**config.mk**
```make
export PLATFORM = sky130hd
export DESIGN_NAME = pipelined_rca
export DESIGN_NICKNAME = d
export VERILOG_FILES = /design/src/rtl/pipelined_rca_pkg.sv /design/src/rtl/rca_segment.sv /design/src/rtl/pipelined_rca.sv
export SDC_FILE = /design/constraint.sdc
export NUM_CORES = 1
export LEC_CHECK = 0
export ABC_AREA = 1
export BUFFER_PORTS_ARGS = -buffer_cell sky130_fd_sc_hd__buf_4
export CELL_PAD_IN_SITES_DETAIL_PLACEMENT = 1
export CELL_PAD_IN_SITES_GLOBAL_PLACEMENT = 2
export CORE_MARGIN = 3
export CORE_UTILIZATION = 35
export DETAILED_ROUTE_END_ITERATION = 10
export PLACE_DENSITY = 0.85
export SLEW_MARGIN = 20
export SYNTH_ARGS = -nofsm -noshare
export SYNTH_HDL_FRONTEND = slang
export SYNTH_SLANG_ARGS = --single-unit
```
**constraint.sdc**
```tcl
create_clock -name clk -period 2.6 [get_ports clk]
set_input_delay 0.13 -clock clk [delete_from_list [all_inputs] [get_ports clk]]
set_output_delay 0.13 -clock clk [all_outputs]
set_load 0.005 [all_outputs]
```
**src/rtl/pipelined_rca_pkg.sv**
```systemverilog
// Shared helpers for segmented pipelined arithmetic: stage count and
// WIDTH/SEG legality check (also used by the pipelined accumulator).
package pipelined_rca_pkg;

  function automatic bit seg_split_ok(int width, int seg);
    if (seg < 1) return 1'b0;
    if (width < seg) return 1'b0;
    return (width % seg) == 0;
  endfunction

  function automatic int calc_stages(int width, int seg);
    if (seg < 1) return 1;
    return width / seg;
  endfunction

endpackage

```
**src/rtl/rca_segment.sv**
```systemverilog
// Combinational SEG-bit ripple-carry slice; exposes the carry into its top
// bit so the last slice can form the signed-overflow flag.
module rca_segment #(
  parameter int SEG = 4
) (
  input  logic [SEG-1:0] a_seg,
  input  logic [SEG-1:0] b_seg,
  input  logic           ci,
  output logic [SEG-1:0] s_seg,
  output logic           co,
  output logic           c_msb
);

  logic [SEG:0] c;

  always_comb begin
    // NOTE: every variable gets a default before the loop so no path leaves it unassigned (no latch).
    c     = '0;
    s_seg = '0;
    c[0]  = ci;
    for (int i = 0; i < SEG; i++) begin
      s_seg[i] = a_seg[i] ^ b_seg[i] ^ c[i];
      c[i+1]   = (a_seg[i] & b_seg[i]) | (c[i] & (a_seg[i] ^ b_seg[i]));
    end
  end

  assign co    = c[SEG];
  assign c_msb = c[SEG-1];

endmodule

```
**src/rtl/pipelined_rca.sv**
```systemverilog
// Pipelined ripple-carry adder/subtractor: one SEG-bit segment per stage,
// registered inter-stage carry, skewed operands and de-skewed sum.
module pipelined_rca
  import pipelined_rca_pkg::*;
#(
  parameter int WIDTH = 16,
  parameter int SEG   = 4
) (
  input  logic             clk,
  input  logic             rst_n,
  input  logic             in_valid,
  output logic             in_ready,
  input  logic [WIDTH-1:0] a,
  input  logic [WIDTH-1:0] b,
  input  logic             cin,
  input  logic             sub,
  output logic             out_valid,
  input  logic             out_ready,
  output logic [WIDTH-1:0] sum,
  output logic             cout,
  output logic             ovf
);

  localparam int STAGES = calc_stages(WIDTH, SEG);
  localparam logic [WIDTH-1:0] SEG_ONES = {WIDTH{1'b1}} >> (WIDTH - SEG);

  if (!seg_split_ok(WIDTH, SEG)) begin : g_bad_cfg
    $error("pipelined_rca: WIDTH must be a non-zero multiple of SEG (SEG >= 1)");
  end

  // Registered state of each stage: operands still to be consumed by higher
  // stages, sum segments already resolved, carry out and valid bit.
  logic [STAGES-1:0]            v_q, c_q;
  logic [STAGES-1:0][WIDTH-1:0] a_q, b_q, s_q;
  logic                         ovf_q;

  // Inputs presented to each stage and its next-state sum.
  logic [STAGES-1:0]            in_v, in_c, seg_co, seg_cmsb;
  logic [STAGES-1:0][WIDTH-1:0] in_a, in_b, in_s, nxt_s;

  logic stall;

  assign stall    = v_q[STAGES-1] & ~out_ready;
  assign in_ready = ~stall;

  for (genvar k = 0; k < STAGES; k++) begin : g_stage
    logic [SEG-1:0] s_seg;

    if (k == 0) begin : g_head
      // Subtraction folds into the first stage: A + ~B + (cin ^ 1).
      assign in_a[k] = a;
      assign in_b[k] = sub ? ~b : b;
      assign in_c[k] = cin ^ sub;
      assign in_v[k] = in_valid;
      assign in_s[k] = '0;
    end else begin : g_body
      assign in_a[k] = a_q[k-1];
      assign in_b[k] = b_q[k-1];
      assign in_c[k] = c_q[k-1];
      assign in_v[k] = v_q[k-1];
      assign in_s[k] = s_q[k-1];
    end

    rca_segment #(.SEG(SEG)) u_seg (
      .a_seg (in_a[k][k*SEG +: SEG]),
      .b_seg (in_b[k][k*SEG +: SEG]),
      .ci    (in_c[k]),
      .s_seg (s_seg),
      .co    (seg_co[k]),
      .c_msb (seg_cmsb[k])
    );

    assign nxt_s[k] = (in_s[k] & ~(SEG_ONES << (k*SEG))) | (WIDTH'(s_seg) << (k*SEG));
  end

  always_ff @(posedge clk or negedge rst_n) begin
    if (!rst_n) begin
      // NOTE: data registers are reset too so sum/cout/ovf are never X after reset.
      v_q   <= '0;
      c_q   <= '0;
      a_q   <= '0;
      b_q   <= '0;
      s_q   <= '0;
      ovf_q <= 1'b0;
    end else if (!stall) begin
      // NOTE: non-blocking updates make every stage sample its predecessor's old value.
      v_q   <= in_v;
      c_q   <= seg_co;
      a_q   <= in_a;
      b_q   <= in_b;
      s_q   <= nxt_s;
      ovf_q <= seg_cmsb[STAGES-1] ^ seg_co[STAGES-1];
    end
  end

  assign out_valid = v_q[STAGES-1];
  assign sum       = s_q[STAGES-1];
  assign cout      = c_q[STAGES-1];
  assign ovf       = ovf_q;

endmodule
```
# After elaboration in Yosys (flattened, before gate mapping)

Cells that the tools add are included.

Flip-flop bits (word level): 145
Bits in latches: 0
RAM bits: 0
Bits in read-only memories: 0
Bits of input ports: 38
Output and inout port bits: 20
Logic and storage cells: 103
Memories: 0

Add/sub/neg operators: 0
Multiply operators: 0
Div/mod/pow operators: 0
$lt $le $gt $ge: 0
Equality and inequality tests: 0
Shifts and indexed selects: 0
Mux-type cells: 1
Bitwise gates (word level): 89
Reduce and logical (&&, ||, !) cells: 0

Operators by type and width:

| kind                                   | count |
|---|---|
| 1-bit bitwise XOR                      | 34 |
| 1-bit AND                              | 33 |
| 16-bit two-way mux                     | 1 |
| 16-bit inverter                        | 1 |
| 1-bit OR                               | 16 |
| 12-bit by 16-bit OR with 16-bit output | 1 |
| 8-bit by 12-bit OR with 12-bit output  | 1 |
| 4-bit by 8-bit OR with 8-bit output    | 1 |
| 1-bit inverter                         | 2 |

# Depth between registers and ports, before layout

Gate-level depths: netlist (run 1).

Depth after elaboration: 11
Gate-level depth with buffers: 12
Gate-level depth less buffers: 11

# Hierarchy

A second synthesis (run 1) with hierarchy kept.

Cell total of the unflattened synthesis: 489
Area, all modules: 4295.4 µm²

Modules (own cells, without submodules):

| module        | instances | cells an instance | area an instance (µm²) | sequential area each (µm²) |
|---|---|---|---|---|
| pipelined_rca | 1         | 441               | 3854.9                 | 2427.3 |
| rca_segment   | 4         | 12                | 110.1                  | 0.0 |

# Worst setup path before layout (run 1)

OpenSTA, ideal clock, no wires.

Path kind: input-to-reg
From: in sub
To: reg s_q (netlist bit in_s[19])
Setup time: 116 ps
Arrival time: 2165 ps
Required time: 2484 ps
Slack: 318 ps
Stages on the path: 12
Path buffers: 2
Cell sequence: buf_2 -> buf_2 -> xnor2_1 -> fa_1 -> inv_1 -> fa_1 -> inv_1 -> fa_1 -> inv_1 -> fa_1 -> nand2_1 -> nand2_1

Word-level cells in the longest chain between the ends: 9
Elaborated cells between the ends (all ways): 16
Those cells by class: mux: 1; bitwise: 15

RTL lines:

| element                       | RTL line            | text |
|---|---|---|
| start: declaration            | pipelined_rca.sv:16 | `input logic sub,` |
| 16-bit two-way mux            | pipelined_rca.sv:52 | `assign in_b[k] = sub ? ~b : b;` |
| 1-bit bitwise XOR             | rca_segment.sv:23   | `c[i+1] = (a_seg[i] & b_seg[i]) \| (c[i] & (a_seg[i] ^ b_seg[i]));` |
| 1-bit AND                     | rca_segment.sv:23   |  |
| 1-bit OR                      | rca_segment.sv:23   |  |
| 1-bit AND                     | rca_segment.sv:23   |  |
| 1-bit OR                      | rca_segment.sv:23   |  |
| 1-bit AND                     | rca_segment.sv:23   |  |
| 1-bit OR                      | rca_segment.sv:23   |  |
| 1-bit bitwise XOR (*)         | rca_segment.sv:22   | `s_seg[i] = a_seg[i] ^ b_seg[i] ^ c[i];` |
| named net g_stage[0].s_seg[3] | pipelined_rca.sv:47 | `logic [SEG-1:0] s_seg;` |
| end signal: assignment        | pipelined_rca.sv:91 | `s_q <= nxt_s;` |
| end: declaration              | pipelined_rca.sv:34 | `logic [STAGES-1:0][WIDTH-1:0] a_q, b_q, s_q;` |

The timed path passes the listed nets; every way through them passes the cells marked *.
A chain may end at the register's enable or synchronous reset.

# Worst setup path in the final report (run 1)

From: reg a_q[44] (netlist name)
To: reg s_q (netlist bit sum[15])

Word-level cells in the longest chain between the ends: 9
Elaborated cells between the ends (all ways): 10
Those cells by class: bitwise: 10

RTL lines:

| element                                    | RTL line            | text |
|---|---|---|
| start: declaration                         | pipelined_rca.sv:34 |  |
| start signal: assignment                   | pipelined_rca.sv:89 | `a_q <= in_a;` |
| 1-bit bitwise XOR                          | rca_segment.sv:23   |  |
| 1-bit AND                                  | rca_segment.sv:23   |  |
| 1-bit OR (*)                               | rca_segment.sv:23   |  |
| 1-bit AND (*)                              | rca_segment.sv:23   |  |
| 1-bit OR (*)                               | rca_segment.sv:23   |  |
| 1-bit AND (*)                              | rca_segment.sv:23   |  |
| 1-bit OR (*)                               | rca_segment.sv:23   |  |
| 1-bit bitwise XOR (*)                      | rca_segment.sv:22   |  |
| 12-bit by 16-bit OR with 16-bit output (*) | pipelined_rca.sv:73 | `assign nxt_s[k] = (in_s[k] & ~(SEG_ONES << (k*SEG))) \| (WIDTH'(s_seg) << (k*SEG));` |

Mark *: on every way between the ends. The rest lies on a longest branch, timed or not.

==> flow_summary.yaml, run 1 <==
yosys:
  synthFlopType: "dfrtp_1"
  synth.largest_area_cell: "dfrtp_1"
  synth_edf_count: 0
  synthTopCellsByArea: "dfrtp_1 (57%), nand2_1 (18%), fa_1 (7.6%)"
  syn_nets: 524
  syn_inst: 470
  seq_area_frac_synth_pct: 57.3
  synth_seq_cells: 97
  avgSynthCellArea_um2: 9.02
  synth_area_um2: 4240
  yosysMostFrequentCell: "nand2_1"
  synth_top_area_share_pct: 57.3
  yosys-top-cells-count: "nand2_1 (206), dfrtp_1 (97), inv_1 (59)"
  synth.distinct_cells: 14
  yosys_warnings: 0
  synth-async-reset-ratio_pct: 100
grt:
  antenna_found_initial: 0
  overflow: 0
  grt_pass1_wl_mm: 16.1
  grt_pass1_vias: 3311
  grtUsageTotal_pct: 15.1
  grt_max_degree: 97
sta:
  fin_skew_ns: 0.00553
  fmax_ghz: 0.427
  slew-limit-headroom_pct: 60.8
  worst_slack_ns: 0.258
  slew_violations: 0
  worstMarginPinSlew_ns: 0.588
  rsz0062_at_grt: "false"
  fin_crit_sh_pct: 90.1
  final-hold-violation-count: 0
  finalSetupTns_ns: 0
  setup_viol: 0
  fin_crit_ns: 2.34
cts:
  clock_latency_ns: 0.35
  htree_levels: 3
  cts_hold_repair.buffers: 10
  clk_pin_slew_ns: 0.07
  cts.sink_count: 97
  cts.repair.resized: 0
  cts_buffer_depth: 2
  post-cts-setup-buffers: 0
  cts_tree: "yes"
  cts_root_buf: "clkbuf_16"
  numCtsBuffers: 9
placement:
  pre_cts_ws_ns: 0.310
  gp_congestion: 0.745
  dp_hpwl_mm: 6.19
  port_buffers: 57
critical_path:
  endpoint_kind: "register"
  cp_max_fo: 2
  r2r_slack_ns: 0.26
  r2r-start: "a_q[44]"
  cp-start-kind: "register"
  cp.required_ns: 2.86
  cp.arrival_ns: 2.60
  critPathLaunch: "a_q[44]"
  crit_type: "reg2reg"
power_and_ir_drop:
  p_leak_uw: 0.00275
  p_per_area_nw_per_um2: 1120
  peakVddDrop_v: 0.000416
layout:
  area_growth_pct: 23.1
  final_core_util_pct: 44.9
  antenna_cells: 0
  nNetsFinal: 585
  drive_above_1_share_pct: 15.3
run:
  maxCapViolCount: 0
worst_hold_path:
  worstHoldStart: "a[11]"
  hp-class: "in2reg"
routing:
  via_per_inst: 4.51
  wl_per_cell_um: 13.3
  vias: 3063
  finalWirelength_mm: 9.06
  drc: 0
  drtAntennaViolNets: 0
  drtIter0Drc: 194
  first_pass_iters: 4
floorplan:
  die_h_um: 116
  die_w_um: 116
  fp-row-count: 39
  initial_core_util_pct: 36.5
  core_um2: 11600
  boundaryPins: 58
  dieArea_um2: 13500
run_status:
  outcome: "finished clean"
## path summary, 6_finish.rpt
check                           endpoint  cells past startpoint
worst max-delay path             sum[15]                      8
worst min-delay path             a_q[11]                      3
worst max register to register   sum[15]                      8
worst min register to register    v_q[3]                      2
max in group asynchronous       in_s[16]                      3
min in group asynchronous       in_s[58]                      2
## sequential cells by signal (all words and copies together) (netlist names)
name / cells
a_q: 24
b_q: 24
in_s: 24
sum: 16
c_q: 4
v_q: 4
ovf: 1
## final cells by class
type	instances	area (µm²)
Clock buffer	11	253
Clock inverter	5	77.6
Fill cell	1380	6390
Inverter	60	225
Multi-Input combinational cell	290	1460
Sequential cell	97	2430
Tap cell	143	179
Timing Repair Buffer	73	598
## metrics by stage
step                area [µm²]  instances  total power, µW  hold slack [ns]
floorplan                 4240        470             3620           -0.166
global placement          4790        653             4290            0.181
detailed placement        4790        653             4420            0.179
CTS                       5220        679             5940          0.00574
global route              5220        679             6360           0.0164
finish                    5220        679             5830          0.00787
## cells in the final DEF (no fill, tap or decap)
master         Yosys  routed
nand2_1          206     206
dfrtp_1           97      97
buf_4              7      61
inv_1             59      59
o21ai_0           56      56
fa_1              16      16
dlygate4sd3_1      0      10
clkbuf_16          0       9
nand3_1            5       5
xnor2_1            3       3
xor2_1             2       2
clkbuf_8           0       2
bufinv_16          0       2
clkinv_2           0       2
buf_12             0       2
nand2_2            1       1
inv_2              1       1
nor2_4             1       1
clkinvlp_4         0       1
## power breakdown
part           internal, µW  leakage [µW]  switching, µW
sequential             2170       0.00118            339
combinational           789       0.00140           1090
clock                   892      0.000162            557
## per-layer routing
layer	wire (µm)	global-route usage (%)	part of all wire (%)
met5	0	0	0
met1	4390	21.4	48
met2	4220	23.4	47
met3	312	2.56	3.4
met4	140	6.03	1.5
## worst max-delay path: stages, from the launching register on
cell     delay (ns)
dfrtp_1        0.41
fa_1           0.42
inv_1          0.08
fa_1           0.17
inv_1          0.06
fa_1           0.38
inv_1          0.12
fa_1           0.43
o21ai_0        0.19
## cell families after synthesis
kind of cell,count (synthesis),share of synthesized area [%]
adder cells (fa/ha/maj),16,7.56
AND/OR/NAND/NOR,213,19.2
XOR/XNOR,5,1.03
flip-flops,97,57.3
AO/OA/AOI/OAI,56,6.61
buffers and inverters,83,8.29
No activity file was read; power rests on OpenSTA's default activity.
==> run 2, diff against run 1 <==
CORE_UTILIZATION = 38   (was 35)
CTS_CLUSTER_DIAMETER = 80   (was not set)
PLACE_DENSITY = 0.91   (was 0.85)
clock period = 2.7 ns   (was 2.6 ns; I/O delays follow)
==> flow_summary.yaml, run 2 (synthesis gave the netlist of run 1 again) <==
run_status:
  outcome: "finished clean"
floorplan:
  die_w_um: 112
  die_h_um: 112
  core_um2: 10600
  initial_core_util_pct: 40.0
  fp-row-count: 37
  dieArea_um2: 12500
  boundaryPins: 58
worst_hold_path:
  hp-class: "in2reg"
  min_path_cells: 4
  worstHoldStart: "b[6]"
  holdPathEnd: "b_q[6]"
sta:
  rsz0062_at_grt: "false"
  slew-limit-headroom_pct: 49.9
  hold_ws_ns: 0.0582
  slew_violations: 0
  fin_skew_ns: 0.00889
  setup_viol: 0
  finalSetupTns_ns: 0
  fin_crit_sh_pct: 83.8
  final-hold-violation-count: 0
  fin_crit_ns: 2.26
  fmax_ghz: 0.442
  worstMarginPinSlew_ns: 0.751
routing:
  met3WireLength_um: 270
  wl_met2_mm: 4.24
  finalWirelength_mm: 8.84
  top_layer_used: "met4"
  via_per_inst: 4.53
  drtAntennaViolNets: 0
  first_pass_iters: 4
  vias: 3053
  wl_per_cell_um: 13.1
  drc: 0
  wl_met1_mm: 4.16
  drtIter0Drc: 184
placement:
  gp_congestion: 0.738
  port_buffers: 57
  dp_hpwl_mm: 6.09
run:
  maxCapViolCount: 0
layout:
  antenna_cells: 0
  fill_cells: 1262
  mostFrequentLayoutCell: "nand2_1"
  final_cell_mix: "nand2_1 (206), dfrtp_1 (97), inv_1 (59)"
  drive_above_1_share_pct: 14.9
  area_growth_pct: 21.2
  nNetsFinal: 587
cts:
  cts_buffer_depth: 2
  clk_pin_slew_ns: 0.09
  cts_hold_repair.buffers: 14
  cts_tree: "yes"
  clock_latency_ns: 0.36
  htree_levels: 3
  cts_root_buf: "clkbuf_8"
  cts.sink_count: 97
  post-cts-setup-buffers: 0
  cts.repair.resized: 0
  numCtsBuffers: 9
power_and_ir_drop:
  combPwrFrac_pct: 33.7
  p_leak_uw: 0.00271
  clockPowerShare_pct: 20.2
  p_per_area_nw_per_um2: 1020
  total_power_uw: 5240
  internal_power_uw: 3400
  switchingPower_uw: 1840
  seqPwrFrac_pct: 46.1
  swShare_pct: 35.2
  peakVddDrop_v: 0.000682
critical_path:
  cp.arrival_ns: 2.55
  crit_chain: "fa_1 -> inv_1 -> fa_1 -> inv_1 -> fa_1 -> inv_1 -> fa_1 -> o21ai_0"
  cp_top_family: "adder cells"
  cp_max_fo: 2
  r2r_slack_ns: 0.44
  r2r-start: "a_q[44]"
  cp-start-kind: "register"
  rr_endpoint: "sum[15]"
  reg2reg_depth: 8
  crit_type: "reg2reg"
  crit_buf_inv: 3
  worst_path_most_repeated_cell: "fa_1"
  slowest_stage: "fa_1"
  worst_path_largest_cell_delay_ns: 0.42
  endpoint_kind: "register"
  cp.required_ns: 2.98
grt:
  grt_max_degree: 99
  grtUsageTotal_pct: 15.0
  grt_pass1_vias: 3209
  grt_pass1_wl_mm: 15.3
  overflow: 0
  antenna_found_initial: 0
run 2: worst max path at each step:
stage / start / end / slack [ns] / depth (start not counted)
2_1_floorplan: sub / in_s[19] / 0.41 / 12
3_3_place_gp: a_q[44] / sum[15] / 0.55 / 8
3_5_place_dp: sub / in_s[19] / 0.42 / 11
4_1_cts: a_q[44] / sum[15] / 0.42 / 8
5_1_grt: a_q[44] / sum[15] / 0.31 / 8
6_report: a_q[44] / sum[15] / 0.44 / 8
run 2: worst min-delay path, cell delays in order:
cell     delay [ns]
buf_4          0.08
nand2_1        0.04
nand3_1        0.07
nand2_1        0.05
run 2: final cells by class:
class | count | area, µm² | share of cell area [%]
repair buffers | 75 | 627 | 12.2
inverters | 60 | 225 | 4.38
clock inverters | 5 | 77.6 | 1.51
well taps | 136 | 170 | 3.31
multi-input cells | 290 | 1460 | 28.4
flip-flops and latches | 97 | 2430 | 47.2
clock buffers | 11 | 151 | 2.95
run 2: stage by stage:
| stage | instances | utilization [%] | cell area (µm²) | setup slack (ns) |
|---|---|---|---|---|
| finish | 674 | 48.5 | 5140 | 0.437 |
| global route | 674 | 48.5 | 5140 | 0.307 |
| CTS | 674 | 48.4 | 5130 | 0.424 |
| detailed placement | 644 | 45.0 | 4770 | 0.420 |
| global placement | 644 | 45.0 | 4770 | 0.548 |
| floorplan | 470 | - | 4240 | 0.413 |
run 2: power by group through the flow:
stage | sequential (µW) | combinational (µW) | clock, µW
3_5_place_dp | 2460 | 1790 | 0
5_1_grt | 2500 | 2080 | 1160
3_3_place_gp | 2420 | 1680 | 0
6_report | 2420 | 1770 | 1060
4_1_cts | 2430 | 1820 | 1090
2_1_floorplan | 2370 | 1120 | 0
run 2: metal layers:
layer | vias up | global-route usage, %
met5 | - | 0
met4 | 0 | 5.43
met3 | 14 | 2.83
met2 | 47 | 23.6
met1 | 1467 | 20.8
li1 | 1525 | -
